<file path="src/rtl/wb_pkg.sv">
// rtl/wb_pkg.sv - shared widths, write-back selects and state encoding
package wb_pkg;

  localparam int W = 16;
  localparam int N = 3;

  localparam logic [1:0] WB_ALU  = 2'b00;
  localparam logic [1:0] WB_MEM  = 2'b01;
  localparam logic [1:0] WB_PORT = 2'b10;
  localparam logic [1:0] WB_IMM  = 2'b11;

  typedef enum logic [1:0] {
    IDLE     = 2'd0,
    WRITE    = 2'd1,
    WAIT_MEM = 2'd2
  } wb_state_t;

endpackage

</file>
<file path="src/rtl/wb_mux.sv">
// rtl/wb_mux.sv - 4:1 write-back value selector indexed by WBsel
module wb_mux
  import wb_pkg::*;
#(
  parameter int W = wb_pkg::W
) (
  input  logic [1:0]   sel,
  input  logic [W-1:0] alu,
  input  logic [W-1:0] mem,
  input  logic [W-1:0] port,
  input  logic [W-1:0] imm,
  output logic [W-1:0] y
);

  always_comb begin
    case (sel)
      WB_ALU:  y = alu;
      WB_MEM:  y = mem;
      WB_PORT: y = port;
      default: y = imm;
    endcase
  end

endmodule

</file>
<file path="src/rtl/writeback.sv">
// rtl/writeback.sv - MEM/WB register, late-load wait FSM, register-file write port
module writeback
  import wb_pkg::*;
#(
  parameter int W = wb_pkg::W,
  parameter int N = wb_pkg::N
) (
  input  logic         clk,
  input  logic         rst,
  input  logic         in_valid,
  input  logic [2:0]   WB_signals_in,
  input  logic [N-1:0] dst_in,
  input  logic [W-1:0] alu_res,
  input  logic [W-1:0] imm,
  input  logic [W-1:0] in_port,
  input  logic [W-1:0] mem_data,
  input  logic         mem_valid,
  input  logic         flush,
  output logic         wb_stall,
  output logic         regWrite,
  output logic [N-1:0] WA,
  output logic [W-1:0] WD,
  output logic [15:0]  retired
);

  wb_state_t state, state_nxt;

  logic         l_we;
  logic [1:0]   l_sel;
  logic [N-1:0] l_dst;
  logic [W-1:0] l_alu, l_imm, l_port, l_mem;
  logic [N-1:0] wa_hold;
  logic [W-1:0] wd_hold;
  logic [W-1:0] wd_mux;

  logic       capture;
  logic       cap_we;
  logic [1:0] cap_sel;

  assign capture = in_valid && !flush && (state != WAIT_MEM);
  assign cap_we  = WB_signals_in[2];
  assign cap_sel = WB_signals_in[1:0];

  always_ff @(posedge clk or negedge rst) begin
    if (!rst) state <= IDLE;
    else      state <= state_nxt;
  end

  always_comb begin
    state_nxt = state;
    case (state)
      IDLE, WRITE: begin
        if (!capture)
          state_nxt = IDLE;
        else if (cap_we && cap_sel == WB_MEM && !mem_valid)
          state_nxt = WAIT_MEM;
        else
          state_nxt = WRITE;
      end
      WAIT_MEM: begin
        // A flush kills the waiting load even if its data shows up this cycle
        if (flush)          state_nxt = IDLE;
        else if (mem_valid) state_nxt = WRITE;
      end
      default: state_nxt = IDLE;
    endcase
  end

  always_ff @(posedge clk or negedge rst) begin
    if (!rst) begin
      l_we   <= 1'b0;
      l_sel  <= WB_ALU;
      l_dst  <= '0;
      l_alu  <= '0;
      l_imm  <= '0;
      l_port <= '0;
      l_mem  <= '0;
    end else if (capture) begin
      l_we   <= cap_we;
      l_sel  <= cap_sel;
      l_dst  <= dst_in;
      l_alu  <= alu_res;
      l_imm  <= imm;
      l_port <= in_port;
      if (mem_valid) l_mem <= mem_data;
    end else if (state == WAIT_MEM && !flush && mem_valid) begin
      l_mem <= mem_data;
    end
  end

  wb_mux #(.W(W)) u_mux (
    .sel  (l_sel),
    .alu  (l_alu),
    .mem  (l_mem),
    .port (l_port),
    .imm  (l_imm),
    .y    (wd_mux)
  );

  // WA/WD show the live write while committing and the last write otherwise
  always_ff @(posedge clk or negedge rst) begin
    if (!rst) begin
      wa_hold <= '0;
      wd_hold <= '0;
      retired <= 16'd0;
    end else begin
      if (regWrite) begin
        wa_hold <= l_dst;
        wd_hold <= wd_mux;
      end
      if (state == WRITE) retired <= retired + 16'd1;
    end
  end

  always_comb begin
    wb_stall = (state == WAIT_MEM);
    regWrite = (state == WRITE) && l_we;
    WA       = regWrite ? l_dst  : wa_hold;
    WD       = regWrite ? wd_mux : wd_hold;
  end

endmodule

</file>
<file path="config.mk">
export PLATFORM = sky130hd
export DESIGN_NAME = writeback
export DESIGN_NICKNAME = d
export VERILOG_FILES = /design/src/rtl/wb_pkg.sv /design/src/rtl/wb_mux.sv /design/src/rtl/writeback.sv
export SDC_FILE = /design/constraint.sdc
export NUM_CORES = 1
export LEC_CHECK = 0
export BUFFER_PORTS_ARGS = -buffer_cell sky130_fd_sc_hd__buf_2
export CORE_AREA = 2 2 94 96
export DETAILED_ROUTE_END_ITERATION = 12
export DIE_AREA = 0 0 96 98
export PLACE_DENSITY_LB_ADDON = 0.08
export SLEW_MARGIN = 25
export SYNTH_ARGS = -nofsm -noshare
export SYNTH_HDL_FRONTEND = slang
export SYNTH_SLANG_ARGS = --single-unit
</file>
<file path="constraint.sdc">
create_clock -name clk -period 4.2 [get_ports clk]
set_input_delay 1.05 -clock clk [delete_from_list [all_inputs] [get_ports clk]]
set_output_delay 1.05 -clock clk [all_outputs]
set_load 0.01 [all_outputs]
</file>
* Word-level counts from Yosys, hierarchy flattened
Index checks and enable logic that the tools add are counted.
Cells by class: bitwise operators 0, divide/modulo/power cells 0, equal/unequal tests 8, order comparisons 0, mux-type cells 11, shift operators 0, multipliers 0, reduce and logical (&&, ||, !) cells 14, add/sub/neg operators 1
Operator list (count):
- 16-bit two-way mux | 4
- 16-bit one-hot mux with 3 select lines | 1
- 16-bit by 1-bit adder with 16-bit output (second input constant) | 1
- 2-bit two-way mux | 4
- 1-bit logical AND | 7
- 2-bit by 1-bit equality test with 1-bit output (second input constant) | 3
- 2-bit equality test (second input constant) | 2
- 2-bit logical NOT | 2
- 2-bit inequality test (second input constant) | 2
- 2-bit one-hot mux with 2 select lines | 1
- 3-bit two-way mux | 1
- 3-bit inequality test (second input constant) | 1
- 1-bit logical NOT | 2
- 2-bit AND reduction | 1
- 2-bit nonzero test | 1
- 2-bit OR reduction | 1
Word-level totals: register bits 107, bits in read-only memories 0, bits in writable memories 0, memories kept 0, word-level logic and storage cells 45, bits in latches 0

* Longest topological paths before layout
Gate-level depths: netlist of the first run.
depth in word-level cells 6, depth in mapped cells 6, gate-level depth less buffers 5

* Modules after synthesis
A second synthesis of the first run with hierarchy kept.
Second synthesis, totals: cell total of the unflattened synthesis 284, area total of the unflattened synthesis 4814.6 um^2
Modules (own cells, without submodules):
- writeback | instances 1, area an instance 4390.5 um^2, cells an instance 264, sequential area each 2677.6 um^2
- wb_mux | instances 1, area an instance 424.2 um^2, cells an instance 20, sequential area each 0.0 um^2

* Worst setup path after synthesis of the first run
OpenSTA, ideal clock, no wires.
kind register to output, start point register l_sel[0], end point output port WD[10], path buffers 2, data arrival time 1587 ps, path slack 1563 ps, cell stages (with the launch flop) 5, required time 3150 ps, cell sequence dfrtp_1 > buf_4 > buf_2 > mux4_2 > mux2_2
On the way: longest elaborated chain between the ends 3
RTL lines:
- from (decl) | line writeback.sv:29 | logic [1:0] l_sel;
- from (signal assigned) | line writeback.sv:80 | l_sel <= cap_sel;
- 2-bit equality test (tied with other cells) | line wb_mux.sv:16 | case (sel)
- 16-bit one-hot mux with 3 select lines * | line wb_mux.sv:16
- 16-bit two-way mux * | line writeback.sv:119 | WD = regWrite ? wd_mux : wd_hold;
- to (decl) | line writeback.sv:22 | output logic [W-1:0] WD,
Every way passes the cells marked *; elsewhere a longest branch is shown, timed or not.

* Final worst setup path of the first run
start point register state[0], end point output port WD[11]
On the way: longest elaborated chain between the ends 3
RTL lines:
- from (decl) | line writeback.sv:26 | wb_state_t state, state_nxt;
- from (signal assigned) | line writeback.sv:46 | else state <= state_nxt;
- 2-bit by 1-bit equality test with 1-bit output | line writeback.sv:117 | regWrite = (state == WRITE) && l_we;
- 1-bit logical AND | line writeback.sv:117
- 16-bit two-way mux | line writeback.sv:119
No other way between the ends.

==> results.md, run 1 <==
* Status: completed
* First-pass iteration count of the detailed router at 4
* Reg2reg path depth at 3
* Worst skew pair latency at 0.36 ns
* Pre-CTS setup slack at 0.992 ns
* Largest net degree at the start of global routing at 77
* # rows at 34
* Setup tns final at 0 ns
* Critical Path Start: state[0]$_DFFE_PN0P_
* Tcrit/Tclk final at 84.4%
* Layout cells sized above 1 at 60.0%
* Slowest CP cell: nand2_1
* Lkg Pwr at 2.54 nW
* Initial antenna violation count at 0
* WP data arrival at 2.49 ns
* CTS H-tree depth at 3
* Netlist Area Pre-Place at 4540 um^2
* RSZ-0062 raised after global routing: no
* Worst vdd ir at 0.250 mV
* Compound-Gate Fraction of Synth Area at 0.275%
* Hold slack at 0.471 ns
* Detailed Route Iter0 Violations at 77
* Clock Tree Buf Depth at 2
* Critical path destination: WD[11]
* Worst-path maximum fanout at 20
* Clk slew on worst S/H paths at 0.10 ns
* Main combinational cell family by area after synthesis: multiplexers
* First-pass GRT wire length at 14100 um
* Synth top area cells: dfrtp_1 (59%), mux2_2 (20%), mux4_2 (7.9%)
* Sequential area share after synthesis at 58.9%
* # IOs at 112
* Worst EP required at 3.15 ns
* Number of nets in the layout at 471
* Synth Area in Simple Gates at 4.43%
* DR WL/cell at 17.0 um
* Power Density at 489 nW/um^2
* Cells along the critical path: nor2b_1 > nand2_1 > mux2_2 > buf_2
* Commonest non-fill, non-tap cell in the layout: buf_2
* Number of synthesized register bits at 107
* Layout Cells excl Fill at 508
* Worst reg2reg endpoint: wd_hold[11]$_DFF_PN0_
* Die width at 96 um
* Setup WS post-layout at 0.656 ns
* Placed instance count at 492
* Worst-margin pin slew at 1.02 ns
* Final HPWL DP at 5950 um
* Cells after Synth at 283
* Startpoint Class: flop
* Synth Area per Inst at 16.1 um^2
* Area grow syn2layout at 18.3%
* Area leader, netlist: dfrtp_1
* Hold-fix buffer count after cts at 0
* Gpl congestion at 0.752
* Vias in the first global route at 2770
* Slew Limit Fails at 0
* CP endpoint kind: output port
* Max Cap Viol at 0
* Synth warn at 0
* Worst Skew at 0.0153 ns
* Worst Hold Class: reg2reg
* Gr ovfl total at 0
* Via density at 5.29
* Mux contribution to synthesized area at 31.1%
* Xor and xnor fraction of the mapped netlist area at 2.89%
* Reg2reg start: state[0]$_DFFE_PN0P_
* Synth Area in Adders at 0.275%
* Number of synthesized flops with an enable pin at 0
* Hold Fails Final Rpt at 0
* Synth unique cells at 30
* Post-synthesis async set-or-reset flop share at 100%
* Core Util, Final at 63.5%
* IO Port Bufs at 111
* Setup bufs post-CTS at 0
* Via Count at 2685
* Delay of the slowest cell on the worst path at 0.67 ns
* Initial core utilization at 53.7%
* CTS tree: done
* Tmin final at 3.54 ns
* Drt drc at 0
* Slew headroom at 32.1%
* CTS resizes at 0
* Mapped Nets at 359
* Register-to-register path setup slack at 2.09 ns
* Top-area cell type share of the netlist area at 58.9%
* CTS Buf Count at 9
* WL final at 8640 um
* Post-route ant nets at 0
* Max Freq at 0.282 GHz
* Total die area at 9410 um^2
* CTS sink count at 107
* ANT cells at 0
* Total GRT Usage at 19.7%
* DIE HEIGHT at 98 um
* Core Region at 8470 um^2
* Clock root buffer: clkbuf_8
* Setup CP Type: reg2out
* Final Setup Violations at 0
* Most frequent cells in the layout: buf_2 (110), dfrtp_1 (107), mux2_2 (80), mux4_2 (16), mux2_4 (10)
* Top_reg_cell synth: dfrtp_1
## synthesized netlist by cell type (2+ instances only)
master and n:
nand4_1 2, nand3_1 7, inv_1 2, mux2_4 10, nor3_1 2, buf_2 8
and3_1 2, xnor2_1 8, nor2b_1 2, dfrtp_1 107, xor2_1 7, nand2_1 6
mux4_2 16, nor4_1 2, mux2_2 80, clkbuf_1 3, nor2_1 6
## through the flow
step / cell area [um^2] / total power [mW]
floorplan: 4540 / 1.79
finish: 5380 / 2.63
global route: 5380 / 2.79
global placement: 5180 / 2.02
detailed placement: 5180 / 2.04
CTS: 5370 / 2.67
## critical path, delay by kind of cell (launching register included)
kind                   cells  cell delay (ns)
AND/OR/NAND/NOR            2             1.04
multiplexers               1             0.52
buffers and inverters      1             0.14
flip-flops                 1             0.42
## area by class of cell
class	count	area, um^2
Clock buffer	10	128
Clock inverter	6	63.8
Fill cell	694	3090
Inverter	2	7.51
Multi-Input combinational cell	160	1770
Sequential cell	107	2680
Tap cell	108	135
Timing Repair Buffer	115	592
## kinds of logic (layout without fill, tap and decap cells)
kind of cell             count (synthesis)  in the layout
AND/OR/NAND/NOR                         36             36
AO/OA/AOI/OAI                            2              2
buffers and inverters                   16            133
XOR/XNOR                                15             15
flip-flops                             107            107
multiplexers                           106            106
adder cells (fa/ha/maj)                  1              1
## where the power goes
part / internal, mW / switching [mW] / leakage, nW
sequential: 1.25 / 0.125 / 1.29
combinational: 0.373 / 0.263 / 1.15
clock: 0.276 / 0.341 / 0.0927
## sequential cells by signal, indices dropped and copies added, names as in the netlist
register	cells
state	2
l_mem	16
retired	16
l_sel	2
l_dst	3
wd_hold	16
l_port	16
l_we	1
l_imm	16
l_alu	16
wa_hold	3
## worst min path at each step
| stage | from | endpoint | slack, ns | cells after the start |
|---|---|---|---|---|
| 6_report | retired[15]$_DFFE_PN0N_ | retired[15]$_DFFE_PN0N_ | 0.47 | 1 |
| 4_1_cts | retired[15]$_DFFE_PN0N_ | retired[15]$_DFFE_PN0N_ | 0.48 | 1 |
| 3_3_place_gp | retired[15]$_DFFE_PN0N_ | retired[15]$_DFFE_PN0N_ | 0.46 | 1 |
| 5_1_grt | retired[15]$_DFFE_PN0N_ | retired[15]$_DFFE_PN0N_ | 0.49 | 1 |
| 2_1_floorplan | l_mem[0]$_DFFE_PN0P_ | l_mem[0]$_DFFE_PN0P_ | 0.47 | 1 |
| 3_5_place_dp | retired[15]$_DFFE_PN0N_ | retired[15]$_DFFE_PN0N_ | 0.46 | 1 |
## layer usage
layer	part of all wire [%]	vias up	routed length (um)	GRT usage [%]
li1	-	1237	-	-
met1	44	1363	3840	27.9
met2	47	78	4080	29.6
met3	7.2	7	624	6.94
met4	1.1	0	98	4.51
met5	0	-	0	0
(Power assumes the default switching activity.)
==> run 2: changes to the inputs <==
--- a/config.mk
+++ b/config.mk
@@ -6,9 +6,9 @@
 export NUM_CORES = 1
 export LEC_CHECK = 0
 export BUFFER_PORTS_ARGS = -buffer_cell sky130_fd_sc_hd__buf_2
-export CORE_AREA = 2 2 94 96
+export CORE_AREA = 2 2 96 98
 export DETAILED_ROUTE_END_ITERATION = 12
-export DIE_AREA = 0 0 96 98
+export DIE_AREA = 0 0 98 100
 export PLACE_DENSITY_LB_ADDON = 0.08
 export SLEW_MARGIN = 25
 export SYNTH_ARGS = -nofsm -noshare
==> constraint.sdc (replaced) <==
create_clock -name clk -period 3.3 [get_ports clk]
set_input_delay 0.825 -clock clk [delete_from_list [all_inputs] [get_ports clk]]
set_output_delay 0.825 -clock clk [all_outputs]
set_load 0.01 [all_outputs]
==> run 2 against run 1 <==
Net effect: critical path depth stayed put; routed wire length is 0.84% lower; register-to-register slack worse by 0.69 ns; highest routed layer unchanged.
==> results.md, run 2 (same netlist as run 1, synthesis figures left out) <==
* Status: completed
* Via Count at 2702
* Worst EP required at 2.47 ns
* Worst Hold Class: reg2reg
* Total GRT Usage at 18.5%
* Worst vdd ir at 0.294 mV
* Metal3 WL at 461 um
* RSZ-0062 raised after global routing: no
* Wire length on met1 at 4040 um
* CTS tree: done
* Hold-fix buffer count after cts at 0
* Commonest non-fill, non-tap cell in the layout: buf_2
* Largest net degree at the start of global routing at 60
* Final HPWL DP at 6140 um
* Setup WS post-layout at 0.295 ns
* Tmin final at 3.01 ns
* # rows at 35
* Startpoint Class: flop
* Initial core utilization at 51.1%
* IO Port Bufs at 111
* CTS resizes at 0
* ANT cells at 0
* Pre-CTS setup slack at 0.640 ns
* Slew Limit Fails at 0
* Core Util, Final at 60.8%
* Final Setup Violations at 0
* First-pass GRT wire length at 14000 um
* Number of nets in the layout at 476
* Detailed Route Iter0 Violations at 62
* Worst Skew at 0.0129 ns
* Post-route ant nets at 0
* Slew headroom at 51.1%
* Area grow syn2layout at 19.0%
* Gpl congestion at 0.730
* Setup bufs post-CTS at 0
* # IOs at 112
* Total die area at 9800 um^2
* First-pass iteration count of the detailed router at 4
* Clk slew on worst S/H paths at 0.09 ns
* Max Freq at 0.333 GHz
* Layout cells sized above 1 at 61.0%
* DR WL/cell at 16.6 um
* Drt drc at 0
* Clock Tree Buf Depth at 2
* Clock root buffer: clkbuf_8
* CP endpoint kind: output port
* Setup CP Type: reg2out
* Setup tns final at 0 ns
* Power, Total at 3.31 mW
* Worst-margin pin slew at 0.734 ns
* CTS sink count at 107
* CTS H-tree depth at 3
* Hold Fails Final Rpt at 0
* Placed instance count at 500
* Vias in the first global route at 2776
* Gr ovfl total at 0
* WP data arrival at 2.18 ns
* Most frequent cells in the layout: buf_2 (110), dfrtp_1 (107), mux2_2 (80), mux4_2 (16)
* Worst-path maximum fanout at 7
* DIE HEIGHT at 100 um
* Via density at 5.24
* Power Density at 613 nW/um^2
* Worst skew pair latency at 0.36 ns
* Lkg Pwr at 2.56 nW
* Filler cells at 715
* Max Used Layer: met4
* Max Cap Viol at 0
* WL final at 8570 um
* Core Region at 8890 um^2
* Die width at 98 um
* Layout Cells excl Fill at 516
* Initial antenna violation count at 0
* Tcrit/Tclk final at 91.1%
* Met2 wire length at 3980 um
* CTS Buf Count at 9
[run 2: through the flow]
stage / area, um^2 / hold slack (ns)
after CTS: 5410 / 0.490
after floorplan: 4540 / 0.474
after global routing: 5410 / 0.503
after detailed placement: 5220 / 0.470
after global placement: 5220 / 0.463
final: 5410 / 0.476
[run 2: layout make-up]
cell class	instances	area, um^2	area share (%)
tap	111	139	2.57
clock buffer	10	138	2.54
sequential	107	2680	49.5
inverter	2	7.51	0.139
timing repair buffer	120	626	11.6
multi-input combinational	160	1780	32.8
clock inverter	6	46.3	0.856
[run 2: where the power goes]
group          switching [mW]  internal (mW)  leakage [nW]
clock                   0.446          0.302        0.0897
combinational           0.346          0.480          1.17
sequential              0.148           1.59          1.29
total                   0.940           2.37          2.56
[run 2: final timing paths]
| path | start | end | slack [ns] | cells after the start |
|---|---|---|---|---|
| worst min register to register | retired[15]$_DFFE_PN0N_ | retired[15]$_DFFE_PN0N_ | 0.48 | 1 |
| min in group asynchronous | rst | wa_hold[1]$_DFF_PN0_ | 0.52 | 1 |
| worst min-delay path | retired[15]$_DFFE_PN0N_ | retired[15]$_DFFE_PN0N_ | 0.48 | 1 |
| worst max register to register | state[1]$_DFFE_PN0P_ | l_mem[13]$_DFFE_PN0P_ | 1.40 | 4 |
| worst max-delay path | l_sel[0]$_DFFE_PN0N_ | WD[13] | 0.29 | 4 |
| max in group asynchronous | rst | l_mem[6]$_DFFE_PN0P_ | 2.03 | 2 |
[run 2: worst max-delay path: stages (launching register included)]
cell     delay, ns
dfrtp_1       0.62
buf_4         0.28
mux4_2        0.51
mux2_2        0.28
buf_2         0.14
[run 2: layer usage]
layer  vias up  global-route usage (%)
met2        83                    27.9
li1       1255                       -
met1      1356                    26.7
met5         -                       0
met4         0                    6.73
met3         8                    4.18
==> run 3: changes to the inputs <==
--- a/config.mk
+++ b/config.mk
@@ -5,10 +5,11 @@
 export SDC_FILE = /design/constraint.sdc
 export NUM_CORES = 1
 export LEC_CHECK = 0
+export ABC_AREA = 1
 export BUFFER_PORTS_ARGS = -buffer_cell sky130_fd_sc_hd__buf_2
-export CORE_AREA = 2 2 96 98
+export CORE_AREA = 2 2 97 99
 export DETAILED_ROUTE_END_ITERATION = 12
-export DIE_AREA = 0 0 98 100
+export DIE_AREA = 0 0 99 101
 export PLACE_DENSITY_LB_ADDON = 0.08
 export SLEW_MARGIN = 25
 export SYNTH_ARGS = -nofsm -noshare
==> run 3 against run 2 <==
Net effect: clock-buffer cell count stayed put; hold slack worse by 0.060 ns; critical path type unchanged; die area is 2.0% higher; maximum frequency is 3.7% higher; core utilization is 0.63 points higher; first-iteration DRC count grew to 2.7 times the previous value.
==> results.md, run 3 <==
* Status: completed
* Worst Hold Class: in2async
* Cells along the critical path: nor2_2 > nand2_1 > nand3_1 > o22a_1 > buf_2
* Clock Tree Buf Depth at 2
* Hold Fails Final Rpt at 0
* CTS resizes at 0
* DIE HEIGHT at 101 um
* Gpl congestion at 0.807
* Most common library cells after synthesis: nand2_1 (287), dfrtp_1 (107), nand3_1 (30), inv_1 (21), o21ai_0 (21)
* Initial antenna violation count at 0
* Filler cells at 840
* Clock share of power at 24.6%
* RSZ-0062 raised after global routing: no
* Number of synthesized register bits at 107
* Switching share of power at 31.8%
* Tcrit/Tclk final at 87.8%
* Int Power at 2.12 mW
* Layout cells sized above 1 at 22.7%
* Delay of the slowest cell on the worst path at 0.66 ns
* Worst EP required at 2.47 ns
* # rows at 35
* CTS sink count at 107
* Slew Limit Fails at 0
* Number of nets in the layout at 736
* Total GRT Usage at 23.1%
* Sequential area share after synthesis at 56.6%
* WP data arrival at 2.07 ns
* Comb power frac at 21.9%
* Worst-margin pin slew at 0.797 ns
* Core Util, Final at 61.5%
* Hold-fix buffer count after cts at 0
* Final HPWL DP at 7570 um
* Synth Area per Inst at 8.52 um^2
* Power Density at 562 nW/um^2
* Worst Skew at 0.0178 ns
* Slew headroom at 46.8%
* First-pass GRT wire length at 18400 um
* Seq pwr share at 53.5%
* CTS H-tree depth at 3
* Clock root buffer: clkbuf_8
* Tmin final at 2.90 ns
* Setup tns final at 0 ns
* CP endpoint kind: output port
* Worst-path maximum fanout at 16
* Commonest non-fill, non-tap cell in the layout: nand2_1
* Synth top area cells: dfrtp_1 (57%), nand2_1 (23%), nand3_1 (3.2%)
* CTS Buf Count at 9
* Core Region at 8980 um^2
* Most frequent cells in the layout: nand2_1 (287), buf_2 (110), dfrtp_1 (107), nand3_1 (30)
* Netlist Area Pre-Place at 4730 um^2
* Top-area cell type share of the netlist area at 56.6%
* DR WL/cell at 14.0 um
* Most common cell in the netlist: nand2_1
* Synth warn at 0
* CTS tree: done
* Die width at 99 um
* Lkg Pwr at 3.00 nW
* Drt drc at 0
* Gr ovfl total at 0
* Synth unique cells at 28
* Detailed Route Iter0 Violations at 166
* Cells after Synth at 555
* Slowest CP cell: nor2_2
* Final Setup Violations at 0
* Switch Pwr at 0.987 mW
* Worst skew pair latency at 0.36 ns
* Setup bufs post-CTS at 0
* # IOs at 112
* Max Cap Viol at 0
* Clk slew on worst S/H paths at 0.10 ns
* Placed instance count at 760
* IO Port Bufs at 111
* Setup CP Type: reg2out
* First-pass iteration count of the detailed router at 5
* Initial core utilization at 52.7%
* Startpoint Class: flop
* Via density at 4.96
* Largest net degree at the start of global routing at 71
* Vias in the first global route at 3917
* Via Count at 3847
* Area leader, netlist: dfrtp_1
* ANT cells at 0
* WL final at 10800 um
* Worst vdd ir at 0.234 mV
* Post-synthesis async set-or-reset flop share at 100%
* Max Freq at 0.345 GHz
* Layout Cells excl Fill at 776
* Mapped Nets at 631
* Area grow syn2layout at 16.7%
* Top_reg_cell synth: dfrtp_1
* Total die area at 10000 um^2
* Number of synthesized flops with an enable pin at 0
* Post-route ant nets at 0
==> run 3: per-stage QoR <==
stage	power, mW	setup WS [ns]	hold WS, ns	instance area [um^2]
2_1_floorplan	2.08	1.33	0.442	4730
3_3_place_gp	2.35	0.806	0.450	5330
3_5_place_dp	2.37	0.757	0.453	5330
4_1_cts	3.13	0.360	0.426	5520
5_1_grt	3.29	0.203	0.450	5520
6_report	3.10	0.403	0.415	5520
==> run 3: logic make-up (layout without fill, tap and decap cells) <==
logic type	count (synthesis)	after routing	synth area share, %
xor gates and xnor gates	11	11	2.04
adders and majority gates	1	1	0.265
DFF	107	107	56.6
AOI/OAI and AO/OA	32	32	4.13
and+or+nand+nor	357	357	32.0
buffers and inverters	47	157	4.95
==> run 3: final cells by class <==
cell class / instances / area (um^2) / area share, %
clock buffer: 10 / 138 / 2.49
clock inverter: 6 / 48.8 / 0.884
inverter: 26 / 97.6 / 1.77
multi-input combinational: 401 / 1820 / 32.9
sequential: 107 / 2680 / 48.5
tap: 111 / 139 / 2.52
timing repair buffer: 115 / 601 / 10.9
==> run 3: path summary, 6_finish.rpt <==
kind / start / to / slack [ns] / cells past startpoint
max in group asynchronous: rst / l_mem[10]$_DFFE_PN0P_ / 2.13 / 2
worst min-delay path: rst / l_imm[5]$_DFFE_PN0N_ / 0.42 / 1
worst max register to register: state[1]$_DFFE_PN0P_ / wd_hold[15]$_DFF_PN0_ / 1.61 / 6
min in group clk: wa_hold[2]$_DFF_PN0_ / wa_hold[2]$_DFF_PN0_ / 0.48 / 2
worst min register to register: wa_hold[2]$_DFF_PN0_ / wa_hold[2]$_DFF_PN0_ / 0.48 / 2
worst max-delay path: l_sel[1]$_DFFE_PN0N_ / WD[9] / 0.40 / 5
==> run 3: worst max-delay path, delay by kind of cell (launching register included) <==
kind	cells	cell delay (ns)
simple gates	3	0.96
flops	1	0.45
buf+inv	1	0.13
compound gates	1	0.17
==> run 3: power groups by stage <==
stage	clock, mW	combinational (mW)	sequential (mW)
floorplan	0	0.416	1.67
global placement	0	0.673	1.68
detailed placement	0	0.690	1.68
CTS	0.777	0.692	1.66
global route	0.824	0.775	1.69
finish	0.763	0.680	1.66
==> run 3: per-layer routing <==
layer  share of wire [%]  wire [um]  track usage [%]
met1                  47       5070             32.5
met2                  47       5060             37.4
met3                 5.4        581             3.33
met4                 1.2        134             7.59
met5                   0          0                0
